$ cat config.mk
export PLATFORM = sky130hd
export DESIGN_NAME = shared_resource_arbiter
export DESIGN_NICKNAME = d
export VERILOG_FILES = /design/src/rtl/shared_resource_arbiter.sv
export SDC_FILE = /design/constraint.sdc
export NUM_CORES = 1
export LEC_CHECK = 0
export CAP_MARGIN = 40
export CORE_AREA = 2 2 39 41
export CTS_BUF_LIST = sky130_fd_sc_hd__clkbuf_8
export CTS_CLUSTER_SIZE = 28
export DETAILED_ROUTE_END_ITERATION = 10
export DIE_AREA = 0 0 41 43
export HOLD_SLACK_MARGIN = 0.1
export PLACE_DENSITY = 0.54
export SLEW_MARGIN = 10
export SYNTH_ARGS = -nofsm -noshare
export SYNTH_HDL_FRONTEND = slang
export SYNTH_SLANG_ARGS = --single-unit
$ cat constraint.sdc
create_clock -name clk -period 2.06 [get_ports clk]
set_clock_uncertainty 0.2 [all_clocks]
set_input_delay 0.412 -clock clk [delete_from_list [all_inputs] [get_ports clk]]
set_output_delay 0.412 -clock clk [all_outputs]
set_load 0.01 [all_outputs]
$ cat src/rtl/shared_resource_arbiter.sv
// Fixed-priority, lock-until-release arbiter for one shared single-ported resource.
// Optional forced revoke after MAX_HOLD grant cycles when built with ARB_TIMEOUT_EN.
module shared_resource_arbiter #(
  parameter int unsigned N        = 4,
  parameter int unsigned MAX_HOLD = 16
) (
  input  logic                 clk,
  input  logic                 rst,
  input  logic [N-1:0]         req,
  input  logic [N-1:0]         done,
  output logic [N-1:0]         grant,
  output logic [$clog2(N)-1:0] grant_id,
  output logic                 busy,
  output logic                 timeout
);

  localparam int unsigned IW = $clog2(N);

  typedef enum logic {
    IDLE,
    OWNED
  } state_t;

  state_t          state_q, state_d;
  logic [N-1:0]    grant_d;
  logic [IW-1:0]   id_d;
  logic            busy_d;
  logic [N-1:0]    cand;
  logic [N-1:0]    sel_hot;
  logic [IW-1:0]   sel_id;
  logic            sel_found;
  logic            release_c;

`ifdef ARB_TIMEOUT_EN
  localparam int unsigned HW = (MAX_HOLD > 1) ? $clog2(MAX_HOLD) : 1;

  logic [HW-1:0] hold_q, hold_d;
  logic [N-1:0]  skip_q, skip_d;
  logic          timeout_d;
`else
  logic unused_max_hold;
  assign unused_max_hold = (MAX_HOLD >= 1);
`endif

  // Candidate set: a just-revoked index steps aside while anyone else is asking.
  always_comb begin
    cand = req;
`ifdef ARB_TIMEOUT_EN
    if ((req & ~skip_q) != '0) begin
      cand = req & ~skip_q;
    end
`endif
  end

  // Lowest set candidate index wins.
  always_comb begin
    sel_hot   = '0;
    sel_id    = '0;
    sel_found = 1'b0;
    for (int i = 0; i < int'(N); i++) begin
      if (cand[i] && !sel_found) begin
        sel_found  = 1'b1;
        sel_hot[i] = 1'b1;
        sel_id     = IW'(i);
      end
    end
  end

  assign release_c = ((grant & done) != '0) || ((grant & req) == '0);

  always_comb begin
    state_d = state_q;
    grant_d = '0;
    id_d    = '0;
`ifdef ARB_TIMEOUT_EN
    hold_d    = hold_q;
    skip_d    = skip_q;
    timeout_d = 1'b0;
`endif
    case (state_q)
      IDLE: begin
        if (sel_found) begin
          state_d = OWNED;
          grant_d = sel_hot;
          id_d    = sel_id;
`ifdef ARB_TIMEOUT_EN
          hold_d = '0;
          skip_d = '0;
`endif
        end
      end
      OWNED: begin
        if (release_c) begin
          state_d = IDLE;
        end else begin
          grant_d = grant;
          id_d    = grant_id;
`ifdef ARB_TIMEOUT_EN
          // Last allowed cycle with no release: revoke and remember who it was.
          if (hold_q == HW'(MAX_HOLD - 1)) begin
            state_d   = IDLE;
            grant_d   = '0;
            id_d      = '0;
            timeout_d = 1'b1;
            skip_d    = grant;
          end else begin
            hold_d = hold_q + HW'(1);
          end
`endif
        end
      end
      default: state_d = IDLE;
    endcase
    busy_d = (grant_d != '0);
  end

  always_ff @(posedge clk) begin
    if (rst) begin
      state_q  <= IDLE;
      grant    <= '0;
      grant_id <= '0;
      busy     <= 1'b0;
    end else begin
      state_q  <= state_d;
      grant    <= grant_d;
      grant_id <= id_d;
      busy     <= busy_d;
    end
  end

`ifdef ARB_TIMEOUT_EN
  always_ff @(posedge clk) begin
    if (rst) begin
      hold_q  <= '0;
      skip_q  <= '0;
      timeout <= 1'b0;
    end else begin
      hold_q  <= hold_d;
      skip_q  <= skip_d;
      timeout <= timeout_d;
    end
  end
`else
  assign timeout = 1'b0;
`endif

endmodule

Yosys cells after proc, flatten, opt, wreduce, memory -nomap -nowiden
Index checks and enable logic that the tools add are counted.
{ "classes": {"n_eq_ne": 1, "n_mux": 19, "n_bitwise": 3, "n_reduce_logical": 10} }
{ "ops": {"columns": ["operator", "n"], "rows": [
  ["$mux W1", 10],
  ["$and A4 B4 Y4", 2],
  ["$mux W2", 4],
  ["$mux W4", 2],
  ["$pmux W4 S2", 1],
  ["$reduce_bool A4 Y1", 2],
  ["$logic_not A4 Y1", 1],
  ["$pmux W2 S2", 1],
  ["$logic_and A1 B1 Y1", 3],
  ["$logic_not A1 Y1", 3],
  ["$ne A2 B1 Y1 const B", 1],
  ["$pmux W1 S2", 1],
  ["$logic_or A1 B1 Y1", 1],
  ["$not A1 Y1", 1]
]} }
{ "totals": {"regBits": 8, "input_bits": 10, "out_inout_bits": 8, "word_cells": 37} }

Depth between registers and ports, before layout
{ "depth": {"depth_word": 13, "ltp_mapped": 4, "ltp_nobuf": 3} }

Worst setup path before layout
Ideal clock, no wire load.
{ "synth_timing": {"kind": "input-to-reg", "startpoint": "input done[1]", "endpoint": "register grant[2]", "setup_ns": 0.061, "arrival_ns": 1.159, "required_ns": 1.799, "path_slack_ns": 0.640, "path_stages": 4, "path_buffers": 1, "cell_sequence": "a222oi_1 > and4b_1 > buf_6 > a32o_1"} }
{ "synth_via": {"elab_chain_len": 5} }
{ "synth_lines": {"columns": ["element", "line", "source"], "rows": [
  ["from (decl)", "10", "input logic [N-1:0] done,"],
  ["$and A4 B4 Y4", "69", "assign release_c = ((grant & done) != '0) || ((grant & req) == '0);"],
  ["$reduce_bool A4 Y1", "69", null],
  ["$logic_or A1 B1 Y1", "69", null],
  ["$mux W4", "93", "if (release_c) begin"],
  ["$pmux W4 S2", "80", "case (state_q)"],
  ["to (signal assigned)", "125", "grant <= grant_d;"],
  ["to (decl)", "11", "output logic [N-1:0] grant,"]
]} }
Every way passes these cells.
A chain may end at the register's enable or synchronous reset.

Worst setup path in the final report
{ "layout_timing": {"startpoint": "register grant[1]", "endpoint": "output grant[1]"} }
No word-level cell between the ends.

==> run_results.csv <==
group,metric,value,unit
outcome,status,"completed",
pwr,finalPower,427,uW
worst_setup_path,crit_required,1450,ps
synth,yosys_warnings,0,
timing,layout_min_cycle_time,1790,ps
timing,finalHoldViolations,0,
synth,synthDominantCellAreaShare,0.460,
die,die_area,1760,um2
clocking,cts-root-buf,"clkbuf_8",
worst_setup_path,worst-path-max-fanout,4,
timing,report.final.slew_viol_count,0,
clocking,cts_tree,"built",
detailed_routing,vias,343,
global_route,antenna_found_initial,0,
die,initial_core_util,0.251,
clocking,cts_resized,0,
detailed_routing,ant_nets,0,
synth,ys_top_cells_by_area,"dfxtp_1, a32o_1, a22o_2",
synth,synth_top_cell_by_area,"dfxtp_1",
synth,ys.flop_type,"dfxtp_1",
final_layout,layout.nets,65,
global_route,grtUsageTotal,0.124,
clocking,cts_buffers,3,
worst_setup_path,crit_buf_inv,1,
run,maxCapViolCount,0,
final_layout,drive_above_1_share,0.151,
die,io_pins,18,
timing,rsz0062_at_grt,"no",
worst_setup_path,critPathTopFamily,"buffers and inverters",
global_route,grt_pass1_wl,1.38,mm
global_route,overflow,0,
worst_setup_path,worst_ep_arrival_time,1180,ps
detailed_routing,drt_iter0_drc,8,
synth,syn_inst,34,
clocking,hold_buffers,0,
clocking,cts.sinks,8,
detailed_routing,viasPerCell,4.97,
clocking,path_clk_slew,40,ps
synth,yosysSeqAreaShare,0.460,
pwr,leakage,0.000214,uW
final_layout,n_antenna_cell,0,
clocking,htree_num_levels,1,
synth,synth_edf_count,0,
worst_setup_path,cp_cell_sequence,"clkdlybuf4s50_1",
synth,synth_seq_cells,8,
clocking,clockBufferDepth,2,
clocking,insertion_delay,230,ps
global_route,grt_max_degree,9,
pwr,powerDensity,754,nW/um2
clocking,postCtsSetupBuffers,0,
timing,setup_tns,0,ps
worst_setup_path,criticalPathCategory,"flip-flop to output pin",
worst_setup_path,crit_slowest_cell,"clkdlybuf4s50_1",
timing,finalCritPeriodShare,0.870,
place,gp_congestion,0.785,
synth,synth_area,348,um2
synth,synth_area_per_cell,10.2,um2
die,std_cell_rows,14,
place,hpwl,625,um
synth,synthesis.nets,44,
synth,synth_common_cells,"dfxtp_1, a32o_1, nor2_1",
place,portBuffers,16,
synth,synth.most_common_cell,"dfxtp_1",
timing,finalSetupViolations,0,
die,die_w,41,um
global_route,grt_pass1_vias,338,
die,die_h,43,um
pwr,ir_worst_vdd,372,uV
detailed_routing,drt-pass1-iter-count,4,
synth,async_reset_ff_frac,0,
die,core,1380,um2
hold_path,hp-class,"flip-flop to flip-flop",
timing,max_freq,558,MHz
detailed_routing,drt_wl_total,842,um
synth,synth.distinct_cells,15,
worst_setup_path,critPathMaxStageDelay,570,ps
detailed_routing,post-route-drc-count,0,
timing,hold_slack,302,ps
final_layout,syn_to_final_growth,62.6,%
worst_setup_path,worstSetupStartpointType,"flip-flop",
detailed_routing,wl_per_cell,12.2,um
worst_setup_path,end_kind,"output pin",
==> cells in the final DEF (no fill, tap or decap), types with 2 or more instances in the layout <==
cell type / synthesis / final
clkbuf_8: 0 / 3
buf_4: 1 / 2
nand2_1: 3 / 3
a22oi_1: 2 / 2
a22o_2: 2 / 2
a32o_1: 6 / 6
dfxtp_1: 8 / 8
clkdlybuf4s50_1: 0 / 16
nor2_1: 4 / 4
==> worst register-to-register path, cell delays in order (launching register included) <==
cell,delay (ps)
dfxtp_1,340
a222oi_1,320
and4b_1,400
a32o_1,210
==> power breakdown <==
| group | internal [uW] | switching, uW |
|---|---|---|
| Combinational | 40.7 | 26.7 |
| Clock | 127 | 61.8 |
| Sequential | 164 | 6.28 |
==> kinds of logic (layout without fill, tap and decap cells) <==
family / count (synthesis) / in the layout / synth area share
buf+inv: 2 / 21 / 0.0540
simple gates: 12 / 12 / 0.173
compound gates: 11 / 11 / 0.302
other cells: 1 / 1 / 0.0108
flops: 8 / 8 / 0.460
==> worst paths after layout <==
check              startpoint  slack [ps]  depth (start not counted)     endpoint
setup / recovery     grant[1]         270                          1     grant[1]
hold / removal    grant_id[0]         300                          1  grant_id[0]
setup reg to reg     grant[1]         530                          3  grant_id[0]
hold reg to reg   grant_id[0]         300                          1  grant_id[0]
==> stage by stage <==
step	util	area (um2)	cells	setup slack, ps
floorplan	-	348	34	640
global placement	0.379	524	66	76.3
detailed placement	0.379	524	66	77.3
CTS	0.409	566	69	255
global route	0.409	566	69	225
finish	0.409	566	69	268
==> cell type report <==
| type | count | area (um2) |
|---|---|---|
| Clock buffer | 3 | 41.3 |
| Fill cell | 140 | 818 |
| Multi-Input combinational cell | 24 | 169 |
| Sequential cell | 8 | 160 |
| Tap cell | 16 | 20.0 |
| Timing Repair Buffer | 18 | 175 |
==> layer usage <==
| layer | global-route usage | up-vias | part of all wire |
|---|---|---|---|
| met4 | 0.0800 | 0 | 0.012 |
| li1 | - | 174 | - |
| met2 | 0.150 | 13 | 0.43 |
| met3 | 0.0785 | 2 | 0.083 |
| met1 | 0.155 | 154 | 0.47 |
| met5 | 0 | - | 0 |
==> registers in the layout, indices dropped and copies added (netlist names) <==
register  flops
grant         4
state_q       1
grant_id      2
busy          1
No activity file was read; power rests on OpenSTA's default activity.
